### src/rtl/acc_rsp_adapter.sv
// Responder endpoint of the accelerator offload bus: forwards requests to an in-order core,
// remembers each request ID and returns tagged results. Perf counters: ACC_RSP_ADAPTER_PERF_EN.
module acc_rsp_adapter #(
   parameter int unsigned DataWidth      = 32,
   parameter int unsigned IdWidth        = 3,
   parameter int unsigned MaxOutstanding = 4,
   parameter int unsigned CntWidth       = $clog2(MaxOutstanding + 1)
) (
   input  logic                   clk_i,
   input  logic                   rst_i,
   input  logic                   slv_q_valid_i,
   output logic                   slv_q_ready_o,
   input  logic [31:0]            slv_q_instr_i,
   input  logic [3*DataWidth-1:0] slv_q_rs_i,
   input  logic [IdWidth-1:0]     slv_q_id_i,
   output logic                   slv_p_valid_o,
   input  logic                   slv_p_ready_i,
   output logic [DataWidth-1:0]   slv_p_data_o,
   output logic                   slv_p_error_o,
   output logic [IdWidth-1:0]     slv_p_id_o,
   output logic                   core_valid_o,
   input  logic                   core_ready_i,
   output logic [31:0]            core_instr_o,
   output logic [3*DataWidth-1:0] core_rs_o,
   input  logic                   core_res_valid_i,
   output logic                   core_res_ready_o,
   input  logic [DataWidth-1:0]   core_res_data_i,
   input  logic                   core_res_error_i,
   output logic [CntWidth-1:0]    outstanding_o,
   output logic                   proto_err_o
`ifdef ACC_RSP_ADAPTER_PERF_EN
   ,
   output logic [31:0]            perf_issued_o,
   output logic [31:0]            perf_stall_o
`endif
);

   localparam int unsigned         PtrWidth = (MaxOutstanding > 1) ? $clog2(MaxOutstanding) : 1;
   localparam logic [PtrWidth-1:0] PtrLast  = PtrWidth'(MaxOutstanding - 1);
   localparam logic [CntWidth-1:0] CntMax   = CntWidth'(MaxOutstanding);

   typedef enum logic [0:0] {
      OUT_EMPTY = 1'b0,
      OUT_FULL  = 1'b1
   } out_state_e;

   logic [IdWidth-1:0]   id_mem_q [MaxOutstanding];
   logic [PtrWidth-1:0]  wr_ptr_q, wr_ptr_d, rd_ptr_q, rd_ptr_d;
   logic [CntWidth-1:0]  count_q, count_d;
   out_state_e           state_q, state_d;
   logic [DataWidth-1:0] data_q, data_d;
   logic                 error_q, error_d;
   logic [IdWidth-1:0]   id_q, id_d;
   logic                 proto_err_q, proto_err_d;
   logic                 full_s, empty_s, issue_s, pop_s, p_valid_s, res_ready_s;

   // Issue path is a pure pass-through gated only by the FIFO occupancy.
   always_comb begin
      full_s        = (count_q == CntMax);
      empty_s       = (count_q == {CntWidth{1'b0}});
      core_valid_o  = slv_q_valid_i & ~full_s;
      slv_q_ready_o = core_ready_i & ~full_s;
      core_instr_o  = slv_q_instr_i;
      core_rs_o     = slv_q_rs_i;
      issue_s       = slv_q_valid_i & core_ready_i & ~full_s;
   end

   // Output-stage FSM outputs; a result is taken only when the head ID is valid.
   always_comb begin
      p_valid_s        = (state_q == OUT_FULL);
      res_ready_s      = ~empty_s & (~p_valid_s | slv_p_ready_i);
      pop_s            = core_res_valid_i & res_ready_s;
      slv_p_valid_o    = p_valid_s;
      core_res_ready_o = res_ready_s;
   end

   // Output-stage FSM next state.
   always_comb begin
      state_d = state_q;
      case (state_q)
         OUT_EMPTY: begin
            if (pop_s) state_d = OUT_FULL;
            else       state_d = OUT_EMPTY;
         end
         OUT_FULL: begin
            if (pop_s)              state_d = OUT_FULL;
            else if (slv_p_ready_i) state_d = OUT_EMPTY;
            else                    state_d = OUT_FULL;
         end
         default: state_d = OUT_EMPTY;
      endcase
   end

   // ID FIFO bookkeeping, response payload capture and sticky protocol error.
   always_comb begin
      wr_ptr_d = wr_ptr_q;
      rd_ptr_d = rd_ptr_q;
      data_d   = data_q;
      error_d  = error_q;
      id_d     = id_q;
      if (issue_s) wr_ptr_d = (wr_ptr_q == PtrLast) ? {PtrWidth{1'b0}} : wr_ptr_q + PtrWidth'(1);
      else         wr_ptr_d = wr_ptr_q;
      if (pop_s) begin
         rd_ptr_d = (rd_ptr_q == PtrLast) ? {PtrWidth{1'b0}} : rd_ptr_q + PtrWidth'(1);
         data_d   = core_res_data_i;
         error_d  = core_res_error_i;
         id_d     = id_mem_q[rd_ptr_q];
      end else begin
         rd_ptr_d = rd_ptr_q;
      end
      case ({issue_s, pop_s})
         2'b10:   count_d = count_q + CntWidth'(1);
         2'b01:   count_d = count_q - CntWidth'(1);
         default: count_d = count_q;
      endcase
      proto_err_d = proto_err_q | (core_res_valid_i & empty_s);
   end

   // State and control registers.
   always_ff @(posedge clk_i) begin
      if (rst_i) begin
         state_q     <= OUT_EMPTY;
         wr_ptr_q    <= {PtrWidth{1'b0}};
         rd_ptr_q    <= {PtrWidth{1'b0}};
         count_q     <= {CntWidth{1'b0}};
         data_q      <= {DataWidth{1'b0}};
         error_q     <= 1'b0;
         id_q        <= {IdWidth{1'b0}};
         proto_err_q <= 1'b0;
      end else begin
         state_q     <= state_d;
         wr_ptr_q    <= wr_ptr_d;
         rd_ptr_q    <= rd_ptr_d;
         count_q     <= count_d;
         data_q      <= data_d;
         error_q     <= error_d;
         id_q        <= id_d;
         proto_err_q <= proto_err_d;
      end
   end

   // ID storage needs no reset: entries are only read after being written.
   always_ff @(posedge clk_i) begin
      if (issue_s) id_mem_q[wr_ptr_q] <= slv_q_id_i;
   end

   assign slv_p_data_o  = data_q;
   assign slv_p_error_o = error_q;
   assign slv_p_id_o    = id_q;
   assign outstanding_o = count_q;
   assign proto_err_o   = proto_err_q;

`ifdef ACC_RSP_ADAPTER_PERF_EN
   logic [31:0] perf_issued_q, perf_stall_q;

   // Free-running event counters, wrapping naturally at 2^32.
   always_ff @(posedge clk_i) begin
      if (rst_i) begin
         perf_issued_q <= 32'd0;
         perf_stall_q  <= 32'd0;
      end else begin
         if (issue_s)                        perf_issued_q <= perf_issued_q + 32'd1;
         if (slv_q_valid_i & ~slv_q_ready_o) perf_stall_q  <= perf_stall_q + 32'd1;
      end
   end

   assign perf_issued_o = perf_issued_q;
   assign perf_stall_o  = perf_stall_q;
`endif

endmodule

### config.mk
export PLATFORM = sky130hd
export DESIGN_NAME = acc_rsp_adapter
export DESIGN_NICKNAME = d
export VERILOG_FILES = /design/src/rtl/acc_rsp_adapter.sv
export SDC_FILE = /design/constraint.sdc
export NUM_CORES = 1
export LEC_CHECK = 0
export CORE_AREA = 2 2 132 134
export CTS_BUF_LIST = sky130_fd_sc_hd__clkbuf_8
export CTS_CLUSTER_DIAMETER = 120
export CTS_CLUSTER_SIZE = 8
export DETAILED_ROUTE_END_ITERATION = 6
export DIE_AREA = 0 0 134 136
export DONT_BUFFER_PORTS = 1
export PLACE_DENSITY = 0.37
export SLEW_MARGIN = 20
export SYNTH_ARGS = -nofsm -noshare
export SYNTH_HDL_FRONTEND = slang
export SYNTH_SLANG_ARGS = --single-unit
### constraint.sdc
create_clock -name clk_i -period 3 [get_ports clk_i]
set_clock_uncertainty 0.15 [all_clocks]
set_input_delay 0.75 -clock clk_i [delete_from_list [all_inputs] [get_ports clk_i]]
set_output_delay 0.75 -clock clk_i [all_outputs]
set_load 0.02 [all_outputs]
After elaboration in Yosys (flattened, before gate mapping). Memory sizes are Yosys's and may differ from the RTL's. A register that Yosys moved wholly into a read port is not among the register bits. Index checks and enable logic that the tools add are counted.

Bits in writable memories: 12. Register bits: 42. Word-level logic and storage cells: 40. Memories: 1.

Memories: id_mem_q (words 4, bits a word 3, rd ports 1, clocked after memory_dff 1, write ports 1, line 47) `logic [IdWidth-1:0] id_mem_q [MaxOutstanding];`.

Equality and inequality tests: 5. Reduce and logical (&&, ||, !) cells: 2. Bitwise gates (word level): 12. Mux-type cells: 9. Add/sub/neg operators: 4.

Operators with widths (count): 1-bit bitwise AND (7); 2-bit == test (second input constant) (3); 3-bit case mux with 2 select lines (1); 1-bit two-way mux (5); 2-bit by 1-bit adder with 2-bit output (second input constant) (2); 2-bit two-way mux (2); 3-bit by 1-bit adder with 3-bit output (second input constant) (1); 3-bit == test (second input constant) (1); 3-bit zero test (1); 1-bit NOT (3); 3-bit by 1-bit subtractor with 3-bit output (second input constant) (1); 2-bit by 1-bit == test with 1-bit output (second input constant) (1); 1-bit bitwise OR (2); 1-bit case mux with 2 select lines (1); 2-bit nonzero test (1).

Longest topological paths before layout. Gate-level depths: netlist of run 1.

Depth in word-level cells: 6. Gate-level depth with buffers: 10.

Worst setup path after synthesis of run 1. OpenSTA, ideal clock, no wires.

Path kind: input-to-reg. From: input core_res_valid_i. To: register count_q[2] (netlist: outstanding_o[2]). Required time: 2780 ps. Arrival time: 2514 ps. Slack: 266 ps. Stages on the path: 10. Buffers on the path: 2. Path through: clkbuf_1 inv_1 clkbuf_1 nor3_1 ha_1 inv_1 fa_1 xor2_1 or3_1 a21oi_1.

Cells in the longest elaborated chain, start to end: 3. Elaborated cells on any way between the ends: 5. Those cells by class: 2 x eq/ne; 1 x mux; 1 x bitwise; 1 x reduce/logical.

RTL lines: start: declaration (line 25) `input logic core_res_valid_i,`; 1-bit bitwise AND (*) (line 72) `pop_s = core_res_valid_i & res_ready_s;`; via pop_s (line 55) `logic full_s, empty_s, issue_s, pop_s, p_valid_s, res_ready_s;`; 2-bit by 1-bit == test with 1-bit output or 2-bit == test (tied branches) (line 111) `case ({issue_s, pop_s})`; 3-bit case mux with 2 select lines or 2-bit nonzero test (tied branches); end signal: assignment (line 125) `count_q <= {CntWidth{1'b0}};`; end signal: assignment (line 134) `count_q <= count_d;`; end: declaration (line 49) `logic [CntWidth-1:0] count_q, count_d;`.

The timed path passes the listed nets; every way through them passes the cells marked *. A chain may end at the register's enable or synchronous reset.

Final worst setup path of run 1.
From: register count_q[2] (netlist: outstanding_o[2]). To: output core_res_ready_o.

Cells in the longest elaborated chain, start to end: 3.

RTL lines: 3-bit zero test (line 60) `empty_s = (count_q == {CntWidth{1'b0}});`; 1-bit NOT (line 71) `res_ready_s = ~empty_s & (~p_valid_s | slv_p_ready_i);`; 1-bit bitwise AND (line 71); end: declaration (line 26) `output logic core_res_ready_o,`.

Every way passes these cells.

==> results.yml, run 1 <==
outcome:
  status: "finished, final reports clean"
clock_tree:
  clock_tree_from_tritoncts: "yes"
  tritoncts.num_buffers: 9
  clock-sinks: 57
  clock-root-buffer: "sky130_fd_sc_hd__clkbuf_8"
  clk-insertion-delay-late_ns: 0.36
  total_setup_buffers_inserted_after_cts: 0
  clkSlewWorstSetupHoldPaths_ns: 0.07
  cts_hold_repair.buffers: 0
  number_of_gates_resized_after_cts: 0
  cts_buffer_depth: 2
  htree_num_levels: 3
sta:
  pins_over_their_slew_limit: 0
  worst_slew_pin_slew_ns: 0.602
  slew_headroom_pct: 59.8
  setup-violations-final: 0
  final_count_of_hold_timing_violations: 0
  max_clock_freq_ghz: 0.375
  final.min_clock_period_ns: 2.66
  whs_ns: 0.318
  grt_setup_unrepaired: "false"
  final.period_utilization_pct: 88.8
  fin_tns_setup_ns: 0
layout:
  final_cell_mix: "sky130_fd_sc_hd__dfxtp_1, sky130_fd_sc_hd__a21oi_1, sky130_fd_sc_hd__nand4_1"
  n_antenna_cell: 0
  layout-drive-gt1-share_pct: 11.8
  commonest_non_fill_non_tap_cell_in_the_layout: "sky130_fd_sc_hd__dfxtp_1"
  finalNetCount: 418
  layout-area-overhead-vs-synth_pct: -15.1
power:
  power_density_nw_per_um2: 1010
  ir_worst_vdd_mv: 0.465
  p_leak_nw: 0.907
placed_design:
  final_hpwl_from_detailed_placement_mm: 10.8
  place.gp.congestion: 0.713
  buffer_ports.inserted: 0
floorplanning:
  boundaryPins: 342
  chipHeight_um: 136
  initial_utilization_pct: 20.5
  placeableCoreArea_um2: 16900
  die_area_um2: 18200
  die-width_um: 134
  fp-row-count: 48
setup_path:
  sequence_of_cells_on_the_critical_path: "buf_4, nor3_4, buf_4, nor2_1"
  worst-endpoint-arrival_ns: 1.76
  timing.critical_path.from_type: "flop"
  setup.worst_path.class: "flop to output pin"
  crit_path_top_delay_cell: "sky130_fd_sc_hd__buf_4"
  critical_path.top_delay_family: "buffers and inverters"
  cp_num_buf_inv: 2
  worst-path-max-fanout: 40
  crit_path_max_incr_delay_ns: 0.47
  crit_required_ns: 2.10
  crit_path_end_kind: "output pin"
  worst_path_most_repeated_cell: "sky130_fd_sc_hd__buf_4"
logic_synthesis:
  synth_seq_cells: 57
  post_synth.cell_area_avg_um2: 9.05
  yosys_warnings: 0
  yosysSeqAreaShare_pct: 36.5
  syn_nets: 559
  cells_after_synthesis: 382
  synth_area_um2: 3460
  synth_cell_type_count: 26
hold_path:
  min-delay-path-class: "primary input to flop"
drt:
  detail-route-antenna-nets: 0
  route.detailed.drc: 0
  postRouteWirelength_mm: 14.4
  drt_iter0_markers: 87
  wire_per_inst_um: 30.7
  route.vias.total: 2218
  detail_route.vias_per_cell: 4.71
  drt_pre_antenna_iters: 4
grt:
  grt_overflow: 0
  largest_net_degree_at_the_start_of_global_routing: 48
  grt_use_total_pct: 15.2
  antenna_found_initial: 0
  first_global_vias: 2079
  grt_first_pass_wirelength_mm: 18.7
run:
  max-cap-violations: 0
sequential cells by signal, indices dropped and copies added, names as in the netlist:
signal / cells
wr_ptr_q: 2
slv_p_data_o: 32
slv_p_error_o: 1
proto_err_o: 1
slv_p_id_o: 3
id_mem_q: 12
slv_p_valid_o: 1
rd_ptr_q: 2
outstanding_o: 3
cell usage after synthesis, drive strengths merged:
master	n	area share, %
nor3	3	0.58
a21oi	42	6.1
o31ai	39	8.6
clkbuf	18	2.0
mux4	3	2.0
buf	142	29
nand4	39	7.1
mux2i	1	0.29
and3	1	0.18
nand2b	3	0.54
or3b	1	0.25
dfxtp	45	26
inv	7	0.76
o21ai	1	0.14
ha	6	2.2
edfxtp	12	10
nor2b	1	0.18
nor2	7	0.76
fa	1	0.58
and2	6	1.1
or3	2	0.36
xor2	2	0.51
metal layers:
layer  wire length [µm]  track usage (%)
met3               3930             19.7
met4                462             6.97
met5                 70             2.78
met1               3740             11.4
met2               6250             21.7
through the flow:
stage               setup WS, ns  area [µm²]  total power, mW  cells  utilization [%]
floorplan                  0.266        3460             2.13    382                -
global placement           0.503        2730             2.16    455             16.2
detailed placement         0.467        2730             2.19    455             16.2
CTS                        0.280        2940             3.04    471             17.4
global route               0.234        2940             3.16    471             17.4
finish                     0.336        2940             2.97    471             17.4
final cells by class:
| type | count | area, µm² |
|---|---|---|
| inverter | 7 | 26.3 |
| sequential | 57 | 1260 |
| clock buffer | 9 | 124 |
| clock inverter | 7 | 85.1 |
| tap | 225 | 282 |
| timing repair buffer | 8 | 60.1 |
| multi-input combinational | 158 | 1100 |
| fill | 1876 | 13900 |
final timing paths:
| path | startpoint | to | slack [ns] | depth (start not counted) |
|---|---|---|---|---|
| worst min register to register | wr_ptr_q[1]$_SDFFE_PP0P_ | wr_ptr_q[1]$_SDFFE_PP0P_ | 0.37 | 2 |
| worst max register to register | outstanding_o[2]$_SDFFE_PP0P_ | outstanding_o[2]$_SDFFE_PP0P_ | 0.47 | 9 |
| worst max-delay path | outstanding_o[2]$_SDFFE_PP0P_ | core_res_ready_o | 0.34 | 4 |
| worst min-delay path | rst_i | outstanding_o[2]$_SDFFE_PP0P_ | 0.32 | 1 |
report_power, final:
group	leakage [nW]	switching (mW)	internal (mW)	total, mW
combinational	0.328	0.685	0.284	0.970
sequential	0.475	0.254	0.931	1.19
clock	0.104	0.359	0.459	0.818
logic make-up after synthesis:
family          after synthesis  synth area share (%)
compound gates               82                  14.8
simple gates                 63                  11.0
mux                           4                  2.24
xor+xnor                      2                 0.507
fa+ha+maj                     7                  2.75
flops                        57                  36.5
buf+inv                     167                  32.2
Power figures use the tool's default switching activity.
==> run 2: changes to the inputs <==
--- a/config.mk
+++ b/config.mk
@@ -12,7 +12,8 @@
 export DETAILED_ROUTE_END_ITERATION = 6
 export DIE_AREA = 0 0 134 136
 export DONT_BUFFER_PORTS = 1
-export PLACE_DENSITY = 0.37
+export PLACE_DENSITY = 0.4
+export SKIP_LAST_GASP = 1
 export SLEW_MARGIN = 20
 export SYNTH_ARGS = -nofsm -noshare
 export SYNTH_HDL_FRONTEND = slang
==> results.yml, run 2 (synthesis gave the netlist of run 1 again) <==
clock_tree:
  number_of_gates_resized_after_cts: 0
  tritoncts.num_buffers: 9
  clock_tree_from_tritoncts: "yes"
  clock-root-buffer: "sky130_fd_sc_hd__clkbuf_8"
  clkSlewWorstSetupHoldPaths_ns: 0.08
  total_setup_buffers_inserted_after_cts: 0
  clk-insertion-delay-late_ns: 0.37
  clock-sinks: 57
  cts_buffer_depth: 2
  cts_hold_repair.buffers: 0
  htree_num_levels: 3
drt:
  route.vias.total: 2203
  detail_route.vias_per_cell: 4.70
  wire_per_inst_um: 31.7
  postRouteWirelength_mm: 14.9
  drt_iter0_markers: 124
  drt_pre_antenna_iters: 4
  route.detailed.drc: 0
  detail-route-antenna-nets: 0
power:
  power_density_nw_per_um2: 1030
  ir_worst_vdd_mv: 0.551
  p_leak_nw: 0.905
setup_path:
  timing.critical_path.from_type: "flop"
  worst-path-max-fanout: 7
  r2r.worst_path.cells: 9
  setup.worst_path.class: "flop to flop"
  crit_required_ns: 3.13
  timing.reg2reg.setup_slack_ns: 0.44
  crit_path_top_delay_cell: "sky130_fd_sc_hd__or3b_1"
  sequence_of_cells_on_the_critical_path: "or3b_1, and3_1, inv_1, ha_1, inv_1, fa_1, xor2_1, or3_1, a21oi_1"
  crit_path_end_kind: "flop"
  worst_path_most_repeated_cell: "sky130_fd_sc_hd__inv_1"
  crit_path_max_incr_delay_ns: 0.41
  worst-endpoint-arrival_ns: 2.69
sta:
  slew_headroom_pct: 38.9
  pins_over_their_slew_limit: 0
  worst_slew_pin_slew_ns: 0.917
  final_count_of_hold_timing_violations: 0
  final.min_clock_period_ns: 2.56
  setup-violations-final: 0
  grt_setup_unrepaired: "false"
  final.period_utilization_pct: 85.2
  fin_tns_setup_ns: 0
  max_clock_freq_ghz: 0.391
layout:
  final_cell_mix: "sky130_fd_sc_hd__dfxtp_1, sky130_fd_sc_hd__a21oi_1, sky130_fd_sc_hd__nand4_1"
  fin_area_um2: 2950
  final.fill_count: 1882
  commonest_non_fill_non_tap_cell_in_the_layout: "sky130_fd_sc_hd__dfxtp_1"
  layout-drive-gt1-share_pct: 11.1
  layout-area-overhead-vs-synth_pct: -14.8
  largest_register_ffs: 32
  n_antenna_cell: 0
  finalNetCount: 416
  core_utilization_of_the_finished_layout_pct: 17.5
floorplanning:
  die_area_um2: 18200
  boundaryPins: 342
  fp-row-count: 48
  chipHeight_um: 136
  placeableCoreArea_um2: 16900
  die-width_um: 134
  initial_utilization_pct: 20.5
placed_design:
  dp_area_um2: 2720
  buffer_ports.inserted: 0
  place.gp.congestion: 0.762
  final_hpwl_from_detailed_placement_mm: 11.4
grt:
  grt_first_pass_wirelength_mm: 19.3
  largest_net_degree_at_the_start_of_global_routing: 48
  grt_use_total_pct: 15.7
  grt_overflow: 0
  antenna_found_initial: 0
  first_global_vias: 2165
hold_path:
  min-delay-path-class: "primary input to flop"
  min_path_cells: 1
outcome:
  status: "finished, final reports clean"
run:
  max-cap-violations: 0
## run 2: cell types whose count changed in the layout (fill, tap and decap cells not counted)
cell	delta
sky130_fd_sc_hd__buf_4	-2
sky130_fd_sc_hd__bufinv_16	+1
sky130_fd_sc_hd__clkinv_1	+1
sky130_fd_sc_hd__clkinv_2	-2
sky130_fd_sc_hd__or3_1	-1
sky130_fd_sc_hd__or3_2	+1
## run 2: final timing paths
kind | to | start
hold reg to reg | wr_ptr_q[1]$_SDFFE_PP0P_ | wr_ptr_q[1]$_SDFFE_PP0P_
setup / recovery | outstanding_o[2]$_SDFFE_PP0P_ | outstanding_o[0]$_SDFFE_PP0P_
setup reg to reg | outstanding_o[2]$_SDFFE_PP0P_ | outstanding_o[0]$_SDFFE_PP0P_
hold / removal | rd_ptr_q[1]$_SDFFE_PP0P_ | rst_i
## run 2: cell type report
| type | count | area (µm²) | area share [%] |
|---|---|---|---|
| clock buffer | 9 | 124 | 4.20 |
| clock inverter | 7 | 109 | 3.69 |
| inverter | 7 | 26.3 | 0.891 |
| multi-input combinational | 158 | 1100 | 37.4 |
| sequential | 57 | 1260 | 42.8 |
| tap | 225 | 282 | 9.55 |
| timing repair buffer | 6 | 45.0 | 1.53 |
## run 2: where the power goes
| group | internal, mW | switching (mW) | total (mW) |
|---|---|---|---|
| Sequential | 0.931 | 0.256 | 1.19 |
| Clock | 0.543 | 0.344 | 0.887 |
| Combinational | 0.271 | 0.691 | 0.962 |
## run 2: routing by layer
layer	track usage, %	wire length, µm	vias to the layer above
li1	-	-	934
met1	11.4	3720	1015
met2	22.9	6540	239
met3	22.7	4450	15
met4	4.08	162	0
met5	0	0	-
## run 2: metrics by stage
step | hold slack (ns) | total power, mW | setup WS (ns) | cells
3_5_place_dp | 0.360 | 2.18 | 0.461 | 453
2_1_floorplan | 0.332 | 2.13 | 0.266 | 382
5_1_grt | 0.266 | 3.21 | 0.303 | 469
3_3_place_gp | 0.354 | 2.15 | 0.516 | 453
6_report | 0.306 | 3.04 | 0.445 | 469
4_1_cts | 0.272 | 3.08 | 0.438 | 469
## run 2: critical path: cells and delay by family (launching register included)
family,cells,cell delay [ns]
AOI/OAI and AO/OA,1,0.16
xor gates and xnor gates,1,0.16
adders and majority gates,2,0.56
buffers and inverters,2,0.15
DFF,1,0.31
and+or+nand+nor,3,0.99
